## src/rtl/inst_fetch_cache_pkg.sv

```systemverilog
// rtl/inst_fetch_cache_pkg.sv - shared state type and address-split helpers for the fetch cache
package inst_fetch_cache_pkg;

  typedef enum logic {IDLE = 1'b0, FILL = 1'b1} state_e;

  function automatic int calc_off(input int line_words);
    return $clog2(line_words) + 2;
  endfunction

  function automatic int calc_idx(input int lines);
    return $clog2(lines);
  endfunction

  function automatic int calc_tag(input int lines, input int line_words);
    return 32 - calc_off(line_words) - calc_idx(lines);
  endfunction

endpackage

```

## src/rtl/icache_line_array.sv

```systemverilog
// rtl/icache_line_array.sv - valid/tag/data storage with combinational read and synchronous update
module icache_line_array
  import inst_fetch_cache_pkg::*;
#(
  parameter  int LINES      = 16,
  parameter  int LINE_WORDS = 4,
  localparam int IDX        = calc_idx(LINES),
  localparam int WSEL       = $clog2(LINE_WORDS),
  localparam int TAG_W      = calc_tag(LINES, LINE_WORDS)
) (
  input  logic             clk,
  input  logic             reset,
  input  logic [IDX-1:0]   rd_idx,
  input  logic [WSEL-1:0]  rd_word,
  output logic             rd_valid,
  output logic [TAG_W-1:0] rd_tag,
  output logic [31:0]      rd_data,
  input  logic             wr_en,
  input  logic [IDX-1:0]   wr_idx,
  input  logic [WSEL-1:0]  wr_word,
  input  logic [31:0]      wr_data,
  input  logic             inv_en,
  input  logic [IDX-1:0]   inv_idx,
  input  logic             val_en,
  input  logic [IDX-1:0]   val_idx,
  input  logic [TAG_W-1:0] val_tag
);

  logic [LINES-1:0] valid_q, valid_d;
  logic [TAG_W-1:0] tag_q  [LINES];
  logic [TAG_W-1:0] tag_d  [LINES];
  logic [31:0]      data_q [LINES][LINE_WORDS];
  logic [31:0]      data_d [LINES][LINE_WORDS];

  assign rd_valid = valid_q[rd_idx];
  assign rd_tag   = tag_q[rd_idx];
  assign rd_data  = data_q[rd_idx][rd_word];

  // Tags and data are deliberately left unreset; only valid bits gate use.
  always_comb begin
    valid_d = valid_q;
    tag_d   = tag_q;
    data_d  = data_q;
    if (inv_en) valid_d[inv_idx] = 1'b0;
    if (val_en) begin
      valid_d[val_idx] = 1'b1;
      tag_d[val_idx]   = val_tag;
    end
    if (wr_en) data_d[wr_idx][wr_word] = wr_data;
    if (reset) valid_d = '0;
  end

  always_ff @(posedge clk) begin
    valid_q <= valid_d;
    tag_q   <= tag_d;
    data_q  <= data_d;
  end

endmodule

```

## src/rtl/inst_fetch_cache.sv

```systemverilog
// rtl/inst_fetch_cache.sv - direct-mapped instruction cache with whole-line refill FSM
module inst_fetch_cache
  import inst_fetch_cache_pkg::*;
#(
  parameter int LINES      = 16,
  parameter int LINE_WORDS = 4
) (
  input  logic        clk,
  input  logic        reset,
  input  logic [31:0] pc_in,
  output logic [31:0] inst_out,
  output logic        stall,
  output logic        mem_req,
  output logic [31:0] mem_addr,
  input  logic        mem_valid,
  input  logic [31:0] mem_rdata,
  output logic [31:0] hit_cnt,
  output logic [31:0] miss_cnt
);

  localparam int OFF   = calc_off(LINE_WORDS);
  localparam int IDX   = calc_idx(LINES);
  localparam int TAG_W = calc_tag(LINES, LINE_WORDS);
  localparam int WSEL  = OFF - 2;
  localparam logic [WSEL-1:0] LAST_WORD = WSEL'(LINE_WORDS - 1);

  state_e         state_q, state_d;
  logic [WSEL-1:0] cnt_q, cnt_d;
  logic [31:0]    miss_base_q, miss_base_d;
  logic [31:0]    hit_cnt_q, hit_cnt_d;
  logic [31:0]    miss_cnt_q, miss_cnt_d;
  logic           mem_req_q, mem_req_d;
  logic [31:0]    mem_addr_q, mem_addr_d;

  logic [WSEL-1:0]  pc_word;
  logic [IDX-1:0]   pc_idx, fill_idx;
  logic [TAG_W-1:0] pc_tag, fill_tag;
  logic             rd_valid;
  logic [TAG_W-1:0] rd_tag;
  logic [31:0]      rd_data;
  logic             hit;
  logic             wr_en, inv_en, val_en;
  logic [31:0]      next_addr;
  logic             unused_pc_bits;

  assign pc_word        = pc_in[OFF-1:2];
  assign pc_idx         = pc_in[OFF+IDX-1:OFF];
  assign pc_tag         = pc_in[31:OFF+IDX];
  assign fill_idx       = miss_base_q[OFF+IDX-1:OFF];
  assign fill_tag       = miss_base_q[31:OFF+IDX];
  assign unused_pc_bits = ^pc_in[1:0];

  icache_line_array #(
    .LINES      (LINES),
    .LINE_WORDS (LINE_WORDS)
  ) u_lines (
    .clk      (clk),
    .reset    (reset),
    .rd_idx   (pc_idx),
    .rd_word  (pc_word),
    .rd_valid (rd_valid),
    .rd_tag   (rd_tag),
    .rd_data  (rd_data),
    .wr_en    (wr_en),
    .wr_idx   (fill_idx),
    .wr_word  (cnt_q),
    .wr_data  (mem_rdata),
    .inv_en   (inv_en),
    .inv_idx  (pc_idx),
    .val_en   (val_en),
    .val_idx  (fill_idx),
    .val_tag  (fill_tag)
  );

  assign hit      = rd_valid && (rd_tag == pc_tag) && (state_q == IDLE);
  assign inst_out = hit ? rd_data : 32'd0;
  assign stall    = !hit;
  assign mem_req  = mem_req_q;
  assign mem_addr = mem_addr_q;
  assign hit_cnt  = hit_cnt_q;
  assign miss_cnt = miss_cnt_q;

  // mem_addr is registered, so it is loaded one word ahead of each acceptance.
  assign next_addr = miss_base_q + ((32'(cnt_q) + 32'd1) << 2);

  always_comb begin
    state_d     = state_q;
    cnt_d       = cnt_q;
    miss_base_d = miss_base_q;
    hit_cnt_d   = hit_cnt_q;
    miss_cnt_d  = miss_cnt_q;
    mem_req_d   = mem_req_q;
    mem_addr_d  = mem_addr_q;
    wr_en       = 1'b0;
    inv_en      = 1'b0;
    val_en      = 1'b0;
    if (reset) begin
      state_d     = IDLE;
      cnt_d       = '0;
      miss_base_d = 32'd0;
      hit_cnt_d   = 32'd0;
      miss_cnt_d  = 32'd0;
      mem_req_d   = 1'b0;
      mem_addr_d  = 32'd0;
    end else begin
      case (state_q)
        IDLE: begin
          if (hit) begin
            hit_cnt_d = hit_cnt_q + 32'd1;
          end else begin
            miss_base_d = {pc_in[31:OFF], {OFF{1'b0}}};
            inv_en      = 1'b1;
            cnt_d       = '0;
            miss_cnt_d  = miss_cnt_q + 32'd1;
            state_d     = FILL;
            mem_req_d   = 1'b1;
            mem_addr_d  = miss_base_d;
          end
        end
        FILL: begin
          if (mem_valid) begin
            wr_en = 1'b1;
            cnt_d = cnt_q + WSEL'(1);
            if (cnt_q == LAST_WORD) begin
              val_en     = 1'b1;
              state_d    = IDLE;
              mem_req_d  = 1'b0;
              mem_addr_d = 32'd0;
            end else begin
              mem_addr_d = next_addr;
            end
          end
        end
        default: state_d = IDLE;
      endcase
    end
  end

  always_ff @(posedge clk) begin
    state_q     <= state_d;
    cnt_q       <= cnt_d;
    miss_base_q <= miss_base_d;
    hit_cnt_q   <= hit_cnt_d;
    miss_cnt_q  <= miss_cnt_d;
    mem_req_q   <= mem_req_d;
    mem_addr_q  <= mem_addr_d;
  end

endmodule

```

## config.mk

```make
export PLATFORM = sky130hd
export DESIGN_NAME = inst_fetch_cache
export DESIGN_NICKNAME = d
export VERILOG_FILES = /design/src/rtl/inst_fetch_cache_pkg.sv /design/src/rtl/icache_line_array.sv /design/src/rtl/inst_fetch_cache.sv
export SDC_FILE = /design/constraint.sdc
export NUM_CORES = 2
export LEC_CHECK = 0
export ABC_CLOCK_PERIOD_IN_PS = 4900
export CAP_MARGIN = 20
export CORE_AREA = 2 2 403 405
export CTS_CLUSTER_DIAMETER = 80
export CTS_CLUSTER_SIZE = 20
export DETAILED_ROUTE_END_ITERATION = 6
export DIE_AREA = 0 0 405 407
export HOLD_SLACK_MARGIN = 0.08
export PLACE_DENSITY = 0.79
export SLEW_MARGIN = 20
export SYNTH_ARGS = -nofsm -noshare
export SYNTH_HDL_FRONTEND = slang
export SYNTH_HIERARCHICAL = 1
export SYNTH_SLANG_ARGS = --single-unit
```

## constraint.sdc

```tcl
create_clock -name clk -period 4.9 [get_ports clk]
set_input_delay 0.49 -clock clk [delete_from_list [all_inputs] [get_ports clk]]
set_output_delay 0.49 -clock clk [all_outputs]
set_load 0.03 [all_outputs]
```

==> flow_metrics.env <==
export IMPL_antenna_found_initial=4
export IMPL_fin_crit_ns=4.724
export IMPL_coreArea_um2=160200
export IMPL_synth_area_top_cells="edfxtp_1, mux4_2, dfxtp_1"
export IMPL_port_buffers=192
export IMPL_p_per_area_nw_per_um2=353.5
export IMPL_vdd_drop_max_v=0.0003725
export IMPL_vias=51211
export IMPL_firstDrtPassIters=6
export IMPL_finalHoldViolations=0
export IMPL_tightestPinTransition_ns=1.083
export IMPL_diodes=0
export IMPL_fin_ws_ns=0.1762
export IMPL_slew_headroom=0.2722
export IMPL_ys_seq_area_frac=0.7650
export IMPL_cp_arrival_ns=4.23
export IMPL_cts_sinks=2573
export IMPL_yosysTopAreaCell="edfxtp_1"
export IMPL_remaining_drc_errors=0
export IMPL_htreeDepth=4
export IMPL_outcome="completed"
export IMPL_grt_use_total=0.3000
export IMPL_ys_types=53
export IMPL_die_h_um=407
export IMPL_grt_pass1_wl_um=352200
export IMPL_viasPerCell=7.010
export IMPL_clk_pin_slew_ns=0.07
export IMPL_fin_crit_sh=0.9640
export IMPL_slew_violations=0
export IMPL_overflow=0
export IMPL_synth_edf_count=2432
export IMPL_slowest_stage="mux4_2"
export IMPL_critPathMaxFanout=35
export IMPL_worst_path_largest_cell_delay_ns=0.54
export IMPL_num_io_pins=197
export IMPL_rsz0062_at_grt="false"
export IMPL_yosys_register_bits=2573
export IMPL_layout_drive_gt1_share=0.2231
export IMPL_ant_nets=0
export IMPL_synth_top_area_share=0.7365
export IMPL_synth_most_common_cell="edfxtp_1"
export IMPL_dp_hpwl_um=139200
export IMPL_crit_path_cell_trace="buf_8 > buf_4 > mux4_2 > mux4_2 > xor2_1 > nor4_1 > buf_4 > and2_1 > and4_2 > buf_12 > and2_1 > buf_12"
export IMPL_crit_type="input pin to output port"
export IMPL_gp_congestion=0.8594
export IMPL_cts_root_buf="clkbuf_16"
export IMPL_row_count=147
export IMPL_worstSkewPairLatency_ns=0.81
export IMPL_die_x_um=405
export IMPL_cts_inserted_buffers=147
export IMPL_crit_path_start_kind="input pin"
export IMPL_drt_iter0_drc=7187
export IMPL_cts_tree="built"
export IMPL_synth_top_cells_by_count="edfxtp_1, mux4_2, nor2_1, dfxtp_1, nand2_1"
export IMPL_async_reset_ff_frac=0
export IMPL_synthFlopType="edfxtp_1"
export IMPL_first_global_vias=51007
export IMPL_syn_to_final_growth_pct=10.23
export IMPL_yosys_warnings=6
export IMPL_syn_cell_area_um2=99160
export IMPL_p_leak_nw=33.73
export IMPL_cts_buffer_depth=3
export IMPL_hold_path_class="input pin to flip-flop"
export IMPL_place_ws_ns=0.08783
export IMPL_avgRoutedWirePerCell_um=33.37
export IMPL_syn_area_per_cell_um2=20.58
export IMPL_die_area_um2=164800
export IMPL_crit_required_ns=4.41
export IMPL_skew_ns=0.03346
export IMPL_drt_total_wl_um=243800
export IMPL_end_kind="output port"
export IMPL_grt_start_max_net_pins=98
export IMPL_nNetsFinal=5172
export IMPL_initial_core_util=0.6190
export IMPL_synthCells=4817
export IMPL_finalSetupTns_ns=0
export IMPL_setup_viol=0
export IMPL_cap_violations=0
export IMPL_fmax_mhz=211.7
[worst max-delay path: cells and delay by family]
family	cells	cell delay [ns]
xor gates and xnor gates	1	0.17
muxes	2	1.07
and+or+nand+nor	4	1.15
buffers and inverters	5	1.20
[path summary, 6_finish.rpt]
path                           from  cells past startpoint             endpoint  slack (ns)
setup / recovery           pc_in[4]                     12         inst_out[22]        0.18
hold / removal        mem_rdata[18]                      1  u_lines/data_q[754]        0.12
setup reg to reg  u_lines/tag_q[18]                      9         mem_addr[17]        1.00
hold reg to reg             mem_req                      2              mem_req        0.47
[where the power goes]
group	switching (mW)	total, mW	internal, mW
Clock	6.70	12.4	5.69
Combinational	1.31	2.11	0.799
Sequential	0.0880	24.1	24.0
[cells by family (layout without fill, tap and decap cells)]
logic type | count (synthesis) | after routing | share of synthesized area
flip-flops | 2573 | 2573 | 0.7650
AND/OR/NAND/NOR | 638 | 638 | 0.03262
other | 1 | 2 | 0.00003782
buffers and inverters | 305 | 632 | 0.01528
XOR/XNOR | 49 | 49 | 0.004328
multiplexers | 721 | 721 | 0.1480
AO/OA/AOI/OAI | 527 | 527 | 0.03436
adder cells (fa/ha/maj) | 3 | 3 | 0.0003786
[per-stage QoR]
stage               std cells    util  hold slack (ns)  power (mW)  cell area [um2]
floorplan                4818       -           0.4508       25.80            99160
global placement         7112  0.6562           0.4455       26.66           105100
detailed placement       7112  0.6562           0.4556       26.72           105100
CTS                      7304  0.6817           0.1159       38.74           109200
global route             7305  0.6823          0.09828       39.54           109300
finish                   7305  0.6823           0.1210       38.64           109300
[placed cells by master (no fill, tap or decap), types with 19 or more instances in the layout]
master           netlist  routed
clkbuf_16              0     153
clkdlybuf4s50_1        0     120
a31oi_1               22      21
mux4_2               595     595
nor2b_1               55      54
a21oi_1              132     131
o21ai_0               44      44
inv_1                 33      33
nor4_1                29      22
xor2_1                23      23
nor2_4                 0      64
clkbuf_1             111      27
nand4_1               34      34
and3_1                19      19
xnor2_1               26      26
nor2_1               158      93
a211oi_1              56      56
buf_4                 59     210
o221ai_1              28      28
nand3_1               45      44
edfxtp_1            2432    2432
mux2i_1              113     113
nor3_1                30      30
o22ai_1              130     130
nand2_1              139     139
or4_1                 27      27
buf_12                 0      65
and2_1                40      40
o31ai_1               20      20
dfxtp_1              141     141
a22oi_1               47      47
[flip-flops by register name, indices dropped and copies added, names as in the netlist, 16 cells and up]
| signal | flops |
|---|---|
| hit_cnt | 32 |
| mem_addr | 30 |
| miss_base_q | 28 |
| miss_cnt | 32 |
| u_lines/data_q | 2048 |
| u_lines/tag_q | 384 |
| u_lines/valid_q | 16 |
[per-layer routing]
layer / vias to the layer above / track usage / routed length [um]
met1: 26787 / 0.4003 / 86120
met2: 3393 / 0.4971 / 121700
met4: 6 / 0.1212 / 10780
met5: - / 0 / 38
met3: 511 / 0.05470 / 25120
li1: 20514 / - / -
[final cells by class]
| type | count | area, um2 |
|---|---|---|
| Inverter | 33 | 123.9 |
| Sequential cell | 2573 | 75850 |
| Multi-Input combinational cell | 1940 | 22370 |
| Tap cell | 2160 | 2703 |
| Clock inverter | 12 | 151.4 |
| Fill cell | 9561 | 50900 |
| Timing Repair Buffer | 407 | 4169 |
| Clock buffer | 180 | 3930 |
[timing repair]
item	4_1_cts	5_1_grt
gates resized for setup	0	1
hold buffers	0	0
buffers inserted	0	0
endpoints found under the setup margin	0	2
No activity file was read; power rests on OpenSTA's default activity.
